`src/rtl/cpu_pkg.sv`:
```
// Shared core types: register-file widths and the writeback queue entry.
package cpu_pkg;
  localparam int XLEN   = 32;
  localparam int REG_AW = 5;

  typedef struct packed {
    logic              valid;
    logic [REG_AW-1:0] rd;
    logic [XLEN-1:0]   data;
  } wb_entry_t;
endpackage

```
`src/rtl/wb_bypass_match.sv`:
```
// Youngest-match search over the writeback queue for one decode read port.
module wb_bypass_match
  import cpu_pkg::*;
#(
  parameter int DEPTH = 4,
  parameter int PW    = $clog2(DEPTH)
) (
  input  wb_entry_t         entries [DEPTH],
  input  logic [PW-1:0]     head,
  input  logic [REG_AW-1:0] rs,
  output logic              hit,
  output logic [XLEN-1:0]   data
);

  logic [PW-1:0] idx;

  // Walk oldest to youngest so the last match seen is the youngest one.
  always_comb begin
    hit  = 1'b0;
    data = '0;
    idx  = '0;
    for (int i = 0; i < DEPTH; i++) begin
      idx = head + PW'(i);
      if (rs != '0 && entries[idx].valid && entries[idx].rd == rs) begin
        hit  = 1'b1;
        data = entries[idx].data;
      end
    end
  end

endmodule

```
`src/rtl/reg_writeback_buffer.sv`:
```
// In-order writeback queue feeding the register file write port, with
// youngest-match bypass for the two decode read ports.
module reg_writeback_buffer #(
  parameter int DEPTH = 4,
  parameter int XLEN  = cpu_pkg::XLEN,
  parameter int AW    = cpu_pkg::REG_AW
) (
  input  logic                       clk,
  input  logic                       rst_n,
  input  logic                       in_valid,
  output logic                       in_ready,
  input  logic [AW-1:0]              in_rd,
  input  logic [XLEN-1:0]            in_data,
  input  logic                       wb_ready,
  output logic                       wb_we,
  output logic [AW-1:0]              wb_rd,
  output logic [XLEN-1:0]            wb_data,
  input  logic [AW-1:0]              rs1,
  input  logic [AW-1:0]              rs2,
  output logic                       byp1_hit,
  output logic                       byp2_hit,
  output logic [XLEN-1:0]            byp1_data,
  output logic [XLEN-1:0]            byp2_data,
  output logic [$clog2(DEPTH):0]     count
);
  import cpu_pkg::*;

  localparam int PW = $clog2(DEPTH);

  logic [PW:0]      head, tail;
  logic [DEPTH-1:0] valid_q;
  logic [AW-1:0]    rd_q   [DEPTH];
  logic [XLEN-1:0]  data_q [DEPTH];
  wb_entry_t        entries [DEPTH];

  logic full, empty, push, store, pop;

  assign empty    = (head == tail);
  assign full     = (head[PW] != tail[PW]) && (head[PW-1:0] == tail[PW-1:0]);
  assign in_ready = !full;
  assign count    = tail - head;

  assign push  = in_valid && in_ready;
  // x0 writes complete the handshake but never occupy a slot.
  assign store = push && (in_rd != '0);
  assign wb_we = !empty && wb_ready;
  assign pop   = wb_we;

  assign wb_rd   = empty ? '0 : rd_q[head[PW-1:0]];
  assign wb_data = empty ? '0 : data_q[head[PW-1:0]];

  always_ff @(posedge clk or negedge rst_n) begin
    if (!rst_n) begin
      head    <= '0;
      tail    <= '0;
      valid_q <= '0;
    end else begin
      if (store) begin
        tail                   <= tail + 1'b1;
        valid_q[tail[PW-1:0]]  <= 1'b1;
      end
      if (pop) begin
        head                   <= head + 1'b1;
        valid_q[head[PW-1:0]]  <= 1'b0;
      end
    end
  end

  always_ff @(posedge clk) begin
    if (store) begin
      rd_q[tail[PW-1:0]]   <= in_rd;
      data_q[tail[PW-1:0]] <= in_data;
    end
  end

  always_comb begin
    for (int i = 0; i < DEPTH; i++) begin
      entries[i].valid = valid_q[i];
      entries[i].rd    = rd_q[i];
      entries[i].data  = data_q[i];
    end
  end

  wb_bypass_match #(.DEPTH(DEPTH)) u_byp1 (
    .entries (entries),
    .head    (head[PW-1:0]),
    .rs      (rs1),
    .hit     (byp1_hit),
    .data    (byp1_data)
  );

  wb_bypass_match #(.DEPTH(DEPTH)) u_byp2 (
    .entries (entries),
    .head    (head[PW-1:0]),
    .rs      (rs2),
    .hit     (byp2_hit),
    .data    (byp2_data)
  );

endmodule

```
`config.mk`:
```
export PLATFORM = sky130hd
export DESIGN_NAME = reg_writeback_buffer
export DESIGN_NICKNAME = d
export VERILOG_FILES = /design/src/rtl/cpu_pkg.sv /design/src/rtl/wb_bypass_match.sv /design/src/rtl/reg_writeback_buffer.sv
export SDC_FILE = /design/constraint.sdc
export NUM_CORES = 1
export LEC_CHECK = 0
export BUFFER_PORTS_ARGS = -buffer_cell sky130_fd_sc_hd__buf_2
export CAP_MARGIN = 0
export CORE_ASPECT_RATIO = 0.8
export CORE_MARGIN = 2
export CORE_UTILIZATION = 45
export CTS_CLUSTER_DIAMETER = 150
export DETAILED_ROUTE_END_ITERATION = 16
export HOLD_SLACK_MARGIN = 0.03
export PLACE_DENSITY = 0.73
export SYNTH_ARGS = -nofsm -noshare
export SYNTH_HDL_FRONTEND = slang
export SYNTH_SLANG_ARGS = --single-unit
```
`constraint.sdc`:
```
create_clock -name clk -period 9.2 [get_ports clk]
set_input_delay 1.84 -clock clk [delete_from_list [all_inputs] [get_ports clk]]
set_output_delay 1.84 -clock clk [all_outputs]
set_load 0.05 [all_outputs]
```
Word-level counts from Yosys, hierarchy flattened
Memory sizes are Yosys's and may differ from the RTL's.
Index checks and enable logic that the tools add are counted.
Storage, ports and cells
  memories: 2
  logic and storage cells: 102
  output and inout bits: 108
  register bits after elaboration: 10
  RAM bits: 148
Operators by class
  muxes and demuxes: 38
  reduce and logical (&&, ||, !) cells: 27
  equal/unequal tests: 11
  bitwise logic cells: 7
  add/sub/neg operators: 6
  magnitude comparators: 8
Memory list
  data_q: depth 4, bits a word 32, rd ports 5, clocked after Yosys merged registers in 0, write ports 1, RTL line reg_writeback_buffer.sv:33  | logic [XLEN-1:0] data_q [DEPTH];
  rd_q: depth 4, bits a word 5, rd ports 5, clocked after Yosys merged registers in 0, write ports 1, RTL line reg_writeback_buffer.sv:32  | logic [AW-1:0] rd_q [DEPTH];
Operator list (count)
  $bmux W38 S2: 4
  $mux W38: 8
  $mux W32: 9
  $eq A5 B5 Y1: 8
  $logic_and A1 B1 Y1: 22
  $reduce_bool A5 Y1: 3
  $ge A3 B3 Y1 const B: 4
  $mux W1: 12
  $not A2 Y3: 4
  $mux W4: 2
  $add A3 B1 Y3 const B: 2
  $lt A2 B3 Y1 const B: 2
  $mux W5: 1
  $add A2 B2 Y2 const B: 2
  $and A4 B4 Y4: 1
  $demux W1 S2: 2
  $ge A2 B1 Y1 const B: 2
  $not A4 Y4: 1
  $or A4 B4 Y4: 1
  $eq A3 B3 Y1: 1
  $sub A3 B3 Y3: 1
  $add A2 B1 Y2 const B: 1
  $eq A2 B2 Y1: 1
  $logic_not A1 Y1: 2
  $ne A1 B1 Y1: 1

Logic depth before layout (Yosys ltp)
Gate-level depths: netlist of the first run.
  depth after elaboration: 10
  depth in mapped cells: 17
  gate-level depth less buffers: 8

By module
Synthesis of the first run repeated with hierarchy kept, for this count alone.
Second synthesis, totals
  cells, all modules: 1637
  area total of the unflattened synthesis: 16422.0 sq um
Modules (own cells, without submodules)
  wb_bypass_match: area an instance 5102.4 sq um, times used 2, cells each 675
  reg_writeback_buffer: area an instance 6217.2 sq um, times used 1, cells each 287

Worst setup path before layout of the first run
No wires, ideal clock.
  path kind: register to output
  start: register head[0]
  end: output byp1_data[4]
  data required time: 7360 ps
  buffers on the path: 8
  slack: 2931 ps
  arrival time: 4429 ps
  stages on the path, launching flop included: 17
  path through: dfrtp_1 -> buf_6 -> buf_4 -> buf_4 -> buf_2 -> clkbuf_1 -> inv_1 -> ha_1 -> buf_4 -> mux4_2 -> xor2_1 -> nor4_4 -> and2_1 -> buf_4 -> buf_6 -> a221oi_1 -> o21ai_1
On the way
  elaborated cells between the ends (all ways): 35
  classes of those cells: add/sub: 3; eq/ne: 4; mux: 16; bitwise: 4; reduce/logical: 8
RTL lines
  from (decl): RTL line reg_writeback_buffer.sv:30  | logic [PW:0] head, tail;
  from (signal assigned): RTL line reg_writeback_buffer.sv:63  | head <= head + 1'b1;
  $add A2 B2 Y2 *: RTL line wb_bypass_match.sv:23  | idx = head + PW'(i);
  named net u_byp1.idx[0]: RTL line wb_bypass_match.sv:15  | logic [PW-1:0] idx;
  $not A2 Y3 (not written as such) *: RTL line wb_bypass_match.sv:24, wb_bypass_match.sv:26
  $bmux W38 S2 *: RTL line wb_bypass_match.sv:24, wb_bypass_match.sv:26
  $mux W38 (not written as such) *: RTL line wb_bypass_match.sv:26  | data = entries[idx].data;
  $mux W38 (not written as such) *: RTL line wb_bypass_match.sv:24  | if (rs != '0 && entries[idx].valid && entries[idx].rd == rs) begin
  $eq A5 B5 Y1 / $logic_and A1 B1 Y1 (equally long branches): RTL line wb_bypass_match.sv:24
  $logic_and A1 B1 Y1: RTL line wb_bypass_match.sv:24
  $mux W32 *: RTL line wb_bypass_match.sv:24
  to (decl): RTL line reg_writeback_buffer.sv:22  | output logic [XLEN-1:0] byp1_data,
The timed path passes the listed nets; every way through them passes the cells marked *. The select of a mux whose other input is x is not followed.

Worst setup path in the final report of the first run
Ends and elaborated chain as after synthesis.

==> flow_metrics.tcl, run 1 <==
set metrics [dict create \
    max_cap_violations 0 \
    ant_nets 0 \
    nFillCells 2137 \
    ys.flop_type "edfxtp_1" \
    io_pins 159 \
    cts.path.max_buffers 2 \
    clkLatencyLatePin_ns 0.43 \
    cp-end-kind "output pin" \
    async_reset_ff_share_pct 6.33 \
    grt_overflow 0 \
    slew_viol_final 0 \
    grt_start_max_net_pins 80 \
    grt_antenna_before_repair 4 \
    synth_cell_types 51 \
    hpwl_mm 20.7 \
    crit_arrival_ns 5.70 \
    fin_crit_sh_pct 81.9 \
    synth_most_common_cell "mux4_2" \
    synthToLayoutAreaGrowth_pct 13.2 \
    drtPass1Iterations 5 \
    drtIter0Drc 718 \
    die_x_um 185 \
    crit_type "reg -> out" \
    fmax_ghz 0.133 \
    required_ns 7.36 \
    finalClockSkew_ns 0.00840 \
    core_sq_mm 0.0255 \
    cp-start-kind "register" \
    grt_use_total_pct 23.3 \
    grt_pass1_wl_mm 48.2 \
    whs_path_depth 1 \
    cts_resized 0 \
    wire_per_inst_um 24.4 \
    yosys-top-cells-count "mux4_2, edfxtp_1, nand2_1, nor2b_1, xnor2_1" \
    ctsHoldBuffers 0 \
    path_max_fanout 65 \
    hp-class "reg -> reg" \
    final_area_sq_mm 0.0133 \
    numPortBuffers 158 \
    cts_buffers 17 \
    setup_tns_ns 0 \
    synth.largest_area_cell "edfxtp_1" \
    rr_worst_depth 5 \
    synth_top_area_share_pct 37.7 \
    vias_per_cell 6.51 \
    via_count 8432 \
    fin_cells 1295 \
    status "complete, no violations" \
    hold_viol_final 0 \
    clock_sinks 158 \
    rsz0062_at_grt "no" \
    die_y_um 149 \
    cts_tree "yes" \
    place.gp.congestion 0.815 \
    grt_pass1_vias 8128 \
    routed_wl_mm 31.6 \
    relSlewSlack_pct 19.4 \
    postPlaceCellArea_sq_mm 0.0127 \
    cts_htree_levels 4 \
    yosys_warnings 0 \
    synth_area_leaders "edfxtp_1, mux4_2, a221oi_2" \
    start_util_pct 46.2 \
    dp.cells 1260 \
    synth_edf_count 148 \
    post_cts_buffers 0 \
    die_area_sq_mm 0.0275 \
    synth_nets 883 \
    worst_pin_slew_ns 1.20 \
    ys_ff_latch 158 \
    rows 52 \
    fin_crit_ns 7.54 \
    synth-seq-area-share_pct 39.8 \
    drcViolationCount 0 \
    cts_root_buf "clkbuf_16" \
    drive_gt1_share_pct 47.8 \
    clkTransAtPathRegs_ns 0.06 \
    synth.cell_area_sq_mm 0.0118 \
    setup-violations-final 0 \
    num-nets-final 990 \
    avgSynthCellArea_sq_um 14.4 \
    netlist_instances 821 \
]
[logic make-up after synthesis]
group	after synthesis	share of synthesized area [%]
and+or+nand+nor	188	7.98
muxes	179	31.3
DFF	158	39.8
AOI/OAI and AO/OA	144	11.9
buffers and inverters	95	4.22
xor gates and xnor gates	46	3.48
adders and majority gates	11	1.23
[registers in the layout, summed over array words and instances (netlist names)]
register	cells
data_q	128
rd_q	20
head	3
valid_q	4
tail	3
[cell type report]
type                       count  area, sq um  area share, %
tap                          351          439           3.29
sequential                   158         4700           35.2
clock buffer                  18          429           3.22
antenna                        3         7.51         0.0562
inverter                      10         37.5          0.281
multi-input combinational    568         6670           49.9
clock inverter                14          164           1.23
timing repair buffer         173          903           6.77
[final timing paths]
path	from	endpoint	slack, ns
setup / recovery	head[0]	byp1_data[4]	1.66
hold / removal	tail[2]	tail[2]	0.49
setup reg to reg	head[0]	data_q[2][23]	5.77
hold reg to reg	tail[2]	tail[2]	0.49
max in group asynchronous	rst_n	head[1]	7.70
min in group asynchronous	rst_n	tail[0]	1.27
[routing by layer]
metal | GRT usage [%] | vias up | share of wire (%)
met2 | 37.1 | 469 | 47
met1 | 32.5 | 4323 | 41
met5 | 0 | - | 0.041
met3 | 4.88 | 49 | 9.6
li1 | - | 3589 | -
met4 | 6.94 | 2 | 2.1
[critical path, stage by stage (launching register included)]
cell and delay, ns:
dfrtp_4 1.12, inv_1 0.30, ha_4 0.72, mux4_2 0.62
xor2_1 0.19, nor4_4 0.42, and2_2 0.99, a221oi_1 0.25
o21ai_1 0.29, buf_2 0.31
[stage by stage]
stage	worst slack (ns)	hold slack, ns	util [%]
floorplan	2.93	0.462	-
global placement	2.25	0.474	50.0
detailed placement	2.11	0.476	50.0
CTS	1.62	0.489	52.3
global route	1.26	0.508	52.3
finish	1.66	0.489	52.3
[placed cells by master (no fill, tap or decap), types with 3 or more instances in the layout]
master        n
bufinv_16     3
nand3_1       6
o21ai_1       6
o21ai_0      31
nand3b_1      7
a221oi_2     34
nand2_1      88
clkbuf_16    17
a211oi_1      6
diode_2       3
or4_1         4
nor2_1       16
o221ai_1     15
nor2b_1      38
o21ai_2      29
ha_1          9
xnor2_1      38
clkinvlp_4    3
xor2_1        7
dfrtp_1       8
nor3_1        3
mux4_2      152
mux2i_1      26
nor2_4        9
a21oi_1       4
nand4_1       6
clkinv_1      3
inv_1        10
buf_4        15
o221ai_2     11
buf_2       158
inv_6         3
edfxtp_1    148
Power of run 1 is not shown: default switching activity piles up to over one toggle a cycle in this logic, so the estimate is an artifact.
==> run 2, diff against run 1 <==
clock period = 7.5 ns   (was 9.2 ns; I/O delays follow)
==> run 2 against run 1 <==
Register-to-register slack worse by 2.0 ns. Global-route usage up 0.48 points. Non-clock buffer count down 1. Worst setup slack worse by 0.51 ns. Final cell count up 0.23%. Sequential cell count unchanged. Clock skew down 0.00055 ns.
==> flow_metrics.tcl, run 2 (synthesized netlist as in run 1, its figures left out) <==
set metrics [dict create \
    status "complete, no violations" \
    largest_reg_flops 128 \
    die_area_sq_mm 0.0275 \
    core_sq_mm 0.0255 \
    rsz0062_at_grt "no" \
    final_cell_mix "buf_2, mux4_2, edfxtp_1" \
    required_ns 6.00 \
    via_count 8438 \
    grt_start_max_net_pins 156 \
    finalClockSkew_ns 0.00785 \
    drcViolationCount 0 \
    fin_crit_sh_pct 84.6 \
    ant_nets 0 \
    die_x_um 185 \
    numPortBuffers 158 \
    clock_sinks 158 \
    worstPathBufferInverterCount 2 \
    setup-violations-final 0 \
    final-seq-area_sq_mm 0.00470 \
    drtIter0Drc 1092 \
    start_util_pct 46.2 \
    relSlewSlack_pct 15.2 \
    setup_tns_ns 0 \
    io_pins 159 \
    crit_type "reg -> out" \
    hold_viol_final 0 \
    wire_per_inst_um 24.7 \
    vias_per_cell 6.50 \
    crit_family "simple AND/OR/NAND/NOR gates" \
    cts.path.max_buffers 2 \
    post_cts_buffers 0 \
    die_y_um 149 \
    cts_resized 0 \
    cp-start-kind "register" \
    max_cap_violations 0 \
    cp-end-kind "output pin" \
    fmax_ghz 0.158 \
    cts_tree "yes" \
    grt_use_total_pct 23.8 \
    cpPeakStageDelay_ns 1.04 \
    hpwl_mm 20.4 \
    whs_ns 0.483 \
    place.gp.congestion 0.880 \
    rows 52 \
    drive_gt1_share_pct 47.8 \
    slew_viol_final 0 \
    cts_buffers 17 \
    path_cells "inv_1, ha_4, mux4_2, xor2_1, nor4_4, and2_2, a221oi_1, o21ai_1, buf_2" \
    grt_pass1_wl_mm 49.1 \
    grt_overflow 0 \
    clkLatencyLatePin_ns 0.44 \
    grt_pass1_vias 8223 \
    hp-class "reg -> reg" \
    routed_wl_mm 32.0 \
    crit_arrival_ns 4.85 \
    fin_crit_ns 6.35 \
    worst_pin_slew_ns 1.27 \
    num-nets-final 989 \
    cts_root_buf "clkbuf_16" \
    multi_input_area_sq_mm 0.00667 \
    path_max_fanout 43 \
    nFillCells 2178 \
    drtPass1Iterations 6 \
    synthToLayoutAreaGrowth_pct 13.6 \
    final_common_cell "buf_2" \
    critical_path.slowest_cell "and2_2" \
    grt_antenna_before_repair 5 \
    clkTransAtPathRegs_ns 0.06 \
    ctsHoldBuffers 0 \
    cts_htree_levels 4 \
]
run 2: cell types whose count changed in the layout (fill, tap and decap cells not counted):
cell        delta
inv_6          -1
clkinv_2       -1
clkinvlp_4     -2
diode_2        +4
buf_4          -2
buf_12         +1
clkinv_4       +3
bufinv_16      +1
run 2: final timing paths:
check	end	cells past startpoint	start	slack (ns)
max in group asynchronous	head[0]	1	rst_n	6.34
max reg2reg	data_q[3][15]	6	head[0]	3.74
max	byp1_data[30]	9	head[0]	1.15
min	tail[2]	1	tail[2]	0.48
min in group asynchronous	tail[0]	1	rst_n	0.92
min reg2reg	tail[2]	1	tail[2]	0.48
run 2: cell type report:
class                   instances  area share (%)
well taps                     351            3.28
clock buffers                  18            3.21
inverters                      10           0.280
repair buffers                172            6.78
flip-flops and latches        158            35.1
diodes                          7           0.131
clock inverters                14            1.43
multi-input cells             568            49.8
run 2: layer usage:
layer / vias to the layer above / track usage (%) / share of wire [%]
met5: - / 0 / 0
met4: 0 / 7.46 / 1.8
met3: 47 / 6.15 / 11
met2: 509 / 36.9 / 47
met1: 4294 / 33.1 / 40
li1: 3588 / - / -
run 2: metrics by stage:
| stage | cell area (sq um) | utilization [%] | worst slack [ns] | cells |
|---|---|---|---|---|
| finish | 13400 | 52.5 | 1.15 | 1298 |
| global route | 13400 | 52.5 | 0.923 | 1293 |
| CTS | 13400 | 52.4 | 1.15 | 1291 |
| detailed placement | 12800 | 50.0 | 1.62 | 1259 |
| global placement | 12800 | 50.0 | 1.63 | 1259 |
| floorplan | 11800 | - | 1.57 | 821 |
Power of run 2 is left out for the same reason.
